<file path="src/rtl/tm1638_pkg.sv">
// Shared constants and state types for the TM1638 frame sequencer.
package tm1638_pkg;

  localparam logic [7:0] CMD_WRITE_AUTO = 8'h40;
  localparam logic [7:0] CMD_READ_KEYS  = 8'h42;
  localparam logic [7:0] CMD_ADDR0      = 8'hC0;
  localparam logic [7:0] CMD_DISP_ON    = 8'h88;
  localparam logic [7:0] CMD_DISP_OFF   = 8'h80;

  localparam int unsigned NUM_DIGITS     = 8;
  localparam int unsigned NUM_READ_BYTES = 4;

  // Which command of the refresh frame is in progress.
  typedef enum logic [2:0] {
    ST_IDLE,
    ST_MODE,
    ST_DATA,
    ST_CTRL,
    ST_READ,
    ST_PUBLISH
  } frame_state_e;

  // Position inside one STB window.
  typedef enum logic [2:0] {
    PH_LEAD,   // stb low, waiting before the first clock
    PH_SHIFT,  // a byte is on the wire
    PH_TURN,   // read turnaround with dio released
    PH_TRAIL,  // last clock done, waiting to raise stb
    PH_GAP     // stb high between commands
  } cmd_phase_e;

endpackage

</file>
<file path="src/rtl/tm1638_byte_shifter.sv">
// Shifts one byte out (dir=0) or in (dir=1) LSB first on the TM1638 serial clock.
module tm1638_byte_shifter #(
  parameter int unsigned CLK_DIV = 8
) (
  input  logic       clk,
  input  logic       rst,
  input  logic       start_i,
  input  logic       dir_i,
  input  logic [7:0] tx_byte_i,
  input  logic       dio_sync_i,
  output logic       done_o,
  output logic [7:0] rx_byte_o,
  output logic       tm1638_clk_o,
  output logic       dio_out_o
);

  localparam int unsigned WW = $clog2(2 * CLK_DIV);
  localparam logic [WW-1:0] CNT_HALF = WW'(CLK_DIV - 1);
  localparam logic [WW-1:0] CNT_LAST = WW'(2 * CLK_DIV - 1);

  logic          active_q, active_d;
  logic          dir_q, dir_d;
  logic [WW-1:0] cnt_q, cnt_d;
  logic [2:0]    bit_q, bit_d;
  logic          clk_q, clk_d;
  logic          dio_q, dio_d;
  logic [7:0]    shift_q, shift_d;
  logic [7:0]    rx_q, rx_d;
  logic          last_cycle;

  // done and the received byte are combinational so the next byte can start
  // in the same cycle and keep the bit period unbroken across bytes.
  assign last_cycle   = active_q && (cnt_q == CNT_LAST);
  assign done_o       = last_cycle && (bit_q == 3'd7);
  assign rx_byte_o    = {dio_sync_i, rx_q[7:1]};
  assign tm1638_clk_o = clk_q;
  assign dio_out_o    = dio_q;

  // Bit timing: clock low for CLK_DIV cycles, high for CLK_DIV, sample at the end of high.
  always_comb begin
    active_d = active_q;
    dir_d    = dir_q;
    cnt_d    = cnt_q;
    bit_d    = bit_q;
    clk_d    = clk_q;
    dio_d    = dio_q;
    shift_d  = shift_q;
    rx_d     = rx_q;
    if (start_i) begin
      active_d = 1'b1;
      dir_d    = dir_i;
      cnt_d    = '0;
      bit_d    = '0;
      clk_d    = 1'b0;
      shift_d  = tx_byte_i;
      dio_d    = dir_i ? 1'b0 : tx_byte_i[0];
    end else if (active_q) begin
      if (cnt_q == CNT_HALF) clk_d = 1'b1;
      if (last_cycle) begin
        rx_d = {dio_sync_i, rx_q[7:1]};
        if (bit_q == 3'd7) begin
          active_d = 1'b0;
        end else begin
          bit_d   = bit_q + 3'd1;
          cnt_d   = '0;
          clk_d   = 1'b0;
          shift_d = {1'b0, shift_q[7:1]};
          dio_d   = dir_q ? 1'b0 : shift_q[1];
        end
      end else begin
        cnt_d = cnt_q + WW'(1);
      end
    end
  end

  // Shifter state register.
  always_ff @(posedge clk or posedge rst) begin
    if (rst) begin
      active_q <= 1'b0;
      dir_q    <= 1'b0;
      cnt_q    <= '0;
      bit_q    <= '0;
      clk_q    <= 1'b1;
      dio_q    <= 1'b0;
      shift_q  <= '0;
      rx_q     <= '0;
    end else begin
      active_q <= active_d;
      dir_q    <= dir_d;
      cnt_q    <= cnt_d;
      bit_q    <= bit_d;
      clk_q    <= clk_d;
      dio_q    <= dio_d;
      shift_q  <= shift_d;
      rx_q     <= rx_d;
    end
  end

endmodule

</file>
<file path="src/rtl/tm1638_frame_sequencer.sv">
// Autonomous TM1638 refresh: snapshot inputs, write digits/LEDs, set brightness, read keys.
module tm1638_frame_sequencer
  import tm1638_pkg::*;
#(
  parameter int unsigned CLK_DIV        = 8,
  parameter int unsigned REFRESH_CYCLES = 50000
) (
  input  logic        clk,
  input  logic        rst,
  input  logic [63:0] seg_data,
  input  logic [7:0]  led,
  input  logic [2:0]  brightness,
  input  logic        display_on,
  output logic        tm1638_clk,
  output logic        tm1638_stb,
  input  logic        tm1638_dio_in,
  output logic        tm1638_dio_out,
  output logic        tm1638_dio_out_en,
  output logic [7:0]  keys,
  output logic        keys_valid,
  output logic        busy
);

  localparam int unsigned WW = $clog2(2 * CLK_DIV);
  localparam int unsigned TW = (REFRESH_CYCLES > 1) ? $clog2(REFRESH_CYCLES) : 1;
  localparam logic [WW-1:0] LEAD_LAST  = WW'(CLK_DIV - 1);
  localparam logic [WW-1:0] GAP_LAST   = WW'(2 * CLK_DIV - 1);
  localparam logic [TW-1:0] TIMER_LOAD = TW'(REFRESH_CYCLES - 1);

  frame_state_e  state_q, state_d;
  cmd_phase_e    phase_q, phase_d;
  logic [WW-1:0] wait_q, wait_d;
  logic [4:0]    byte_q, byte_d;
  logic [TW-1:0] timer_q, timer_d;
  logic          stb_q, stb_d, oe_q, oe_d, busy_q, busy_d, kv_q, kv_d;
  logic [7:0]    keys_q, keys_d, key_raw_q, key_raw_d;
  logic [63:0]   seg_q, seg_d;
  logic [7:0]    led_q, led_d;
  logic [2:0]    bright_q, bright_d;
  logic          disp_q, disp_d;
  logic          sync1_q, sync2_q;

  logic          sh_start, sh_dir, sh_done;
  logic [7:0]    sh_tx, sh_rx;
  logic [4:0]    last_byte;
  logic [3:0]    data_addr;
  logic [1:0]    rd_idx;

  tm1638_byte_shifter #(.CLK_DIV(CLK_DIV)) u_shifter (
    .clk          (clk),
    .rst          (rst),
    .start_i      (sh_start),
    .dir_i        (sh_dir),
    .tx_byte_i    (sh_tx),
    .dio_sync_i   (sync2_q),
    .done_o       (sh_done),
    .rx_byte_o    (sh_rx),
    .tm1638_clk_o (tm1638_clk),
    .dio_out_o    (tm1638_dio_out)
  );

  assign tm1638_stb        = stb_q;
  assign tm1638_dio_out_en = oe_q;
  assign keys              = keys_q;
  assign keys_valid        = kv_q;
  assign busy              = busy_q;

  // Frame sequencing, STB/out_en windows and transmit byte selection.
  always_comb begin
    state_d   = state_q;
    phase_d   = phase_q;
    wait_d    = wait_q;
    byte_d    = byte_q;
    timer_d   = timer_q;
    stb_d     = stb_q;
    oe_d      = oe_q;
    busy_d    = busy_q;
    kv_d      = 1'b0;
    keys_d    = keys_q;
    key_raw_d = key_raw_q;
    seg_d     = seg_q;
    led_d     = led_q;
    bright_d  = bright_q;
    disp_d    = disp_q;
    sh_start  = 1'b0;
    sh_tx     = '0;
    sh_dir    = 1'b0;
    data_addr = '0;
    rd_idx    = 2'(byte_q - 5'd1);

    case (state_q)
      ST_DATA: last_byte = 5'(2 * NUM_DIGITS);
      ST_READ: last_byte = 5'(NUM_READ_BYTES);
      default: last_byte = '0;
    endcase

    case (state_q)
      ST_IDLE: begin
        if (timer_q == '0) begin
          seg_d    = seg_data;
          led_d    = led;
          bright_d = brightness;
          disp_d   = display_on;
          busy_d   = 1'b1;
          state_d  = ST_MODE;
          phase_d  = PH_LEAD;
          wait_d   = '0;
          byte_d   = '0;
          stb_d    = 1'b0;
          oe_d     = 1'b1;
        end else begin
          timer_d = timer_q - TW'(1);
        end
      end
      ST_PUBLISH: begin
        keys_d  = key_raw_q;
        kv_d    = 1'b1;
        busy_d  = 1'b0;
        timer_d = TIMER_LOAD;
        state_d = ST_IDLE;
      end
      default: begin
        case (phase_q)
          PH_LEAD: begin
            if (wait_q == LEAD_LAST) begin
              sh_start = 1'b1;
              phase_d  = PH_SHIFT;
            end else begin
              wait_d = wait_q + WW'(1);
            end
          end
          PH_TURN: begin
            if (wait_q == GAP_LAST) begin
              sh_start = 1'b1;
              phase_d  = PH_SHIFT;
            end else begin
              wait_d = wait_q + WW'(1);
            end
          end
          PH_SHIFT: begin
            if (sh_done) begin
              if (state_q == ST_READ && byte_q != '0) begin
                key_raw_d[{1'b0, rd_idx}] = sh_rx[0];
                key_raw_d[{1'b1, rd_idx}] = sh_rx[4];
              end
              if (byte_q == last_byte) begin
                phase_d = PH_TRAIL;
                wait_d  = '0;
              end else begin
                byte_d = byte_q + 5'd1;
                if (state_q == ST_READ && byte_q == '0) begin
                  phase_d = PH_TURN;
                  wait_d  = '0;
                  oe_d    = 1'b0;
                end else begin
                  sh_start = 1'b1;
                end
              end
            end
          end
          PH_TRAIL: begin
            if (wait_q == LEAD_LAST) begin
              stb_d   = 1'b1;
              oe_d    = 1'b0;
              phase_d = PH_GAP;
              wait_d  = '0;
              if (state_q == ST_READ) state_d = ST_PUBLISH;
            end else begin
              wait_d = wait_q + WW'(1);
            end
          end
          default: begin
            if (wait_q == GAP_LAST) begin
              case (state_q)
                ST_MODE: state_d = ST_DATA;
                ST_DATA: state_d = ST_CTRL;
                default: state_d = ST_READ;
              endcase
              phase_d = PH_LEAD;
              wait_d  = '0;
              byte_d  = '0;
              stb_d   = 1'b0;
              oe_d    = 1'b1;
            end else begin
              wait_d = wait_q + WW'(1);
            end
          end
        endcase
      end
    endcase

    // Transmit byte follows byte_d so a back-to-back start sends the next byte.
    data_addr = 4'(byte_d - 5'd1);
    case (state_q)
      ST_MODE: sh_tx = CMD_WRITE_AUTO;
      ST_DATA: begin
        if (byte_d == '0)         sh_tx = CMD_ADDR0;
        else if (!data_addr[0])   sh_tx = seg_q[{data_addr[3:1], 3'b000} +: 8];
        else                      sh_tx = {7'b0, led_q[data_addr[3:1]]};
      end
      ST_CTRL: sh_tx = disp_q ? (CMD_DISP_ON | {5'b0, bright_q}) : CMD_DISP_OFF;
      default: sh_tx = CMD_READ_KEYS;
    endcase
    sh_dir = (state_q == ST_READ) && (byte_d != '0);
  end

  // Frame state register.
  always_ff @(posedge clk or posedge rst) begin
    if (rst) begin
      state_q   <= ST_IDLE;
      phase_q   <= PH_LEAD;
      wait_q    <= '0;
      byte_q    <= '0;
      timer_q   <= TIMER_LOAD;
      stb_q     <= 1'b1;
      oe_q      <= 1'b0;
      busy_q    <= 1'b0;
      kv_q      <= 1'b0;
      keys_q    <= '0;
      key_raw_q <= '0;
      seg_q     <= '0;
      led_q     <= '0;
      bright_q  <= '0;
      disp_q    <= 1'b0;
    end else begin
      state_q   <= state_d;
      phase_q   <= phase_d;
      wait_q    <= wait_d;
      byte_q    <= byte_d;
      timer_q   <= timer_d;
      stb_q     <= stb_d;
      oe_q      <= oe_d;
      busy_q    <= busy_d;
      kv_q      <= kv_d;
      keys_q    <= keys_d;
      key_raw_q <= key_raw_d;
      seg_q     <= seg_d;
      led_q     <= led_d;
      bright_q  <= bright_d;
      disp_q    <= disp_d;
    end
  end

  // Two-flop synchronizer for the asynchronous board data line.
  always_ff @(posedge clk or posedge rst) begin
    if (rst) begin
      sync1_q <= 1'b0;
      sync2_q <= 1'b0;
    end else begin
      sync1_q <= tm1638_dio_in;
      sync2_q <= sync1_q;
    end
  end

endmodule

</file>
<file path="config.mk">
export PLATFORM = sky130hd
export DESIGN_NAME = tm1638_frame_sequencer
export DESIGN_NICKNAME = d
export VERILOG_FILES = /design/src/rtl/tm1638_pkg.sv /design/src/rtl/tm1638_byte_shifter.sv /design/src/rtl/tm1638_frame_sequencer.sv
export SDC_FILE = /design/constraint.sdc
export NUM_CORES = 1
export LEC_CHECK = 0
export ABC_AREA = 1
export CORE_AREA = 3 3 109 153
export CTS_CLUSTER_DIAMETER = 30
export DETAILED_ROUTE_END_ITERATION = 10
export DIE_AREA = 0 0 112 156
export PLACE_DENSITY_LB_ADDON = 0.1
export SLEW_MARGIN = 10
export SYNTH_ARGS = -nofsm -noshare
export SYNTH_HDL_FRONTEND = slang
export SYNTH_SLANG_ARGS = --single-unit
</file>
<file path="constraint.sdc">
create_clock -name clk -period 5.6 [get_ports clk]
set_input_delay 1.12 -clock clk [delete_from_list [all_inputs] [get_ports clk]]
set_output_delay 1.12 -clock clk [all_outputs]
set_load 0.1 [all_outputs]
</file>
==> results.md <==
- CTS root buffer: clkbuf_16
- Clk pin slew, worst setup/hold paths: approximately 60 ps
- Overall Global Routing Usage: between 20 and 25%
- Crit share post-route: 63.43%
- Setup crit start kind: register
- Pins over their slew limit: 0
- Unrepaired setup endpoints after global routing: false
- Main synth FF type: dfrtp_1
- Initial Utilization: 49.42%
- IR drop worst, VDD: approximately 200 uV
- Post-DRT Antenna Nets: 0
- CP endpoint kind: register
- Unique masters post-synth: 39
- Area growth syn-to-layout: 22.32%
- Placed Cells: 1096
- Pre-Repair DR Iteration Count: 5
- Initial antenna violation count: 0
- Post-CTS setup buffers: 0
- Mean routed wirelength per cell: approximately 16 um
- Filler cells: ~1300
- Mapped Avg Cell Area: about 9.3 sq um
- CP cell instances: inv_1 -> ha_1 -> nand4_1 -> nor2_1 -> nand2_1 -> nand2_1 -> nand2_2 -> nand2_1 -> nand2_1 -> inv_1 -> ha_1 -> buf_4 -> inv_2 -> nor2_1 -> o21ai_0 -> nand2_1 -> nand2_1 -> nand3_1 -> nand2_1 -> nand2_1 -> nand2_1 -> nand2_1 -> nand2_1
- First-pass GRT wire length: approximately 30000 um
- P_leak: between 4 and 5 nW
- Die X: ~110 um
- Port Buffer Count: 92
- Mapped Area: about 7600 sq um
- Final Hold Viols: 0
- Layout cells sized above 1: around 18%
- Top cells by count, synth: 158 x nand2_1, 143 x dfrtp_1, 95 x nor2_1, 81 x mux2_2, 66 x inv_1
- Total core area: ~15000 sq um
- Routability Congestion: 0.8761
- Worst endpoint required time: ~5900 ps
- Antenna diode count: 0
- Most frequent cell after synthesis: nand2_1
- Critical path peak fanout: 37
- Vias in the first global route: ~6400
- Hold-fix buffers at CTS: 0
- Initial DRC count: between 300 and 400
- # nets final: between 1000 and 1500
- CP max stage delay: around 520 ps
- CTS tree: yes
- Buf/Inv on CP: 4
- CTS buffer count: 17
- TNS Setup: 0 ps
- IO Pins: 93
- Post-CTS sizing: 0
- Slowest CP cell: dfstp_2
- Yosys reg bits: ~150
- Placement Cell Area: 8761 sq um
- Yosys top cell area share: between 40 and 50%
- H-Tree Level Count: 4
- Max cap viols: 0
- Final Cell Area: between 9000 and 10000 sq um
- Cells after Synth: ~830
- Register area share after synthesis: between 50% and 60%
- Largest net degree at the start of global routing: just under 80
- Post-Layout Cell Count: about 1100
- PD cells: approximately 260 nW/um^2
- Worst-Skew Late Latency: 420 ps
- Worst clock skew: between 7 and 8 ps
- Final setup violation count: 0
- DRC viols: 0
- # clock sinks: ~150
- Synth area leaders: dfrtp_1 47%, mux2_2 12%, nand2_1 7.8%
- Via density per instance: between 5 and 6
- Via count: roughly 6000
- Setup Crit Path Kind: reg -> reg
- Status: complete, no violations
- Crit-path most repeated cell: nand2_1
- Synth area leader: dfrtp_1
- Tmin final: around 3600 ps
- Grt ovf: 0
- Crit path max-delay family: simple AND/OR/NAND/NOR gates
- YS warnings: 0
- Die height: 156 um
- Clock tree buffer depth: 2
- Async S/R FF share, synth: between 90% and 100%
- Post-synth EDFFs: 0
- Placement Rows: 54
- Worst rel slew slack: between 30% and 40%
- Worst hold path type: reg -> reg
- Die Footprint: about 17000 sq um
- Slew @ Worst Pin: 987.1 ps
- Dpl hpwl: ~14000 um
- Max Freq: roughly 0.28 GHz
- Drt total wl: roughly 19000 um
- Syn nets: 915
- Critical path arrival: ~3900 ps
-- registers in the layout (all words and copies together) (netlist names), 4 cells and up --
name and cells:
seg_q 64, timer_q 16, key_raw_q 8, keys 8, led_q 8, u_shifter.rx_q 7, u_shifter.shift_q 7, byte_q 5
u_shifter.cnt_q 4, wait_q 4
-- cell type report --
class | instances | area [sq um] | share of cell area, %
clock inverters | 14 | 162.7 | 1.739
clock buffers | 18 | 429.2 | 4.589
inverters | 74 | 282.8 | 3.023
repair buffers | 97 | 958.4 | 10.25
flip-flops and latches | 154 | 3867 | 41.35
well taps | 196 | 245.2 | 2.622
multi-input cells | 575 | 3407 | 36.43
-- where the power goes --
group          leakage [nW]  internal [mW]  switching [mW]
Clock                 0.282          0.668           0.489
Sequential             1.87           1.14          0.0176
Combinational          2.15         0.0748          0.0451
-- layer usage --
layer | track usage, % | share of wire (%) | routed length (um)
met1 | 23.88 | 39 | 7278
met3 | 4.501 | 3.2 | 599
met5 | 0 | 0 | 0
met2 | 40.65 | 55 | 10140
met4 | 8.763 | 2.6 | 482
-- kinds of logic after synthesis --
logic type               share of synthesized area (%)
multiplexers                                     13.37
AND/OR/NAND/NOR                                  19.67
buffers and inverters                            5.024
AO/OA/AOI/OAI                                    8.984
adder cells (fa/ha/maj)                          1.800
XOR/XNOR                                        0.5727
flip-flops                                       50.58
-- layout by cell type, fill, tap and decap left out, types with 5 or more instances in the layout --
master,n
dfrtp_1,143
nand3_1,49
inv_1,65
buf_4,5
nand2_4,7
dfstp_2,11
nor3_1,8
mux2i_1,11
inv_2,8
nor2_2,6
o21ai_0,51
o211ai_1,6
mux2_2,81
ha_1,11
nand2_1,158
clkbuf_16,17
nor2_1,95
nand4_1,6
a31oi_1,6
o21ai_1,16
clkdlybuf4s50_1,92
inv_6,5
a21oi_1,32
-- through the flow --
| stage | hold WS (ps) | setup slack (ps) | utilization [%] | power, mW |
|---|---|---|---|---|
| 6_report | 357.3 | 2048 | 60.45 | 2.437 |
| 5_1_grt | 360.1 | 1572 | 60.45 | 2.525 |
| 3_5_place_dp | 344.9 | 2080 | 56.62 | 1.303 |
| 2_1_floorplan | 331.2 | 348.4 | - | 1.225 |
| 4_1_cts | 359.0 | 2048 | 60.45 | 2.467 |
| 3_3_place_gp | 342.7 | 2153 | 56.62 | 1.299 |
-- final timing paths --
check	from	to	slack, ps	cells past startpoint
max	timer_q[0]$_DFFE_PP1P_	u_shifter.shift_q[6]$_DFFE_PP0P_	2050	23
min	sync1_q$_DFF_PP0_	sync2_q$_DFF_PP0_	360	0
max reg2reg	timer_q[0]$_DFFE_PP1P_	u_shifter.shift_q[6]$_DFFE_PP0P_	2050	23
min reg2reg	sync1_q$_DFF_PP0_	sync2_q$_DFF_PP0_	360	0
max in group asynchronous	rst	phase_q[1]$_DFFE_PP0P_	3410	3
min in group asynchronous	rst	seg_q[3]$_DFFE_PP0P_	1120	2
Power figures use the tool's default switching activity.
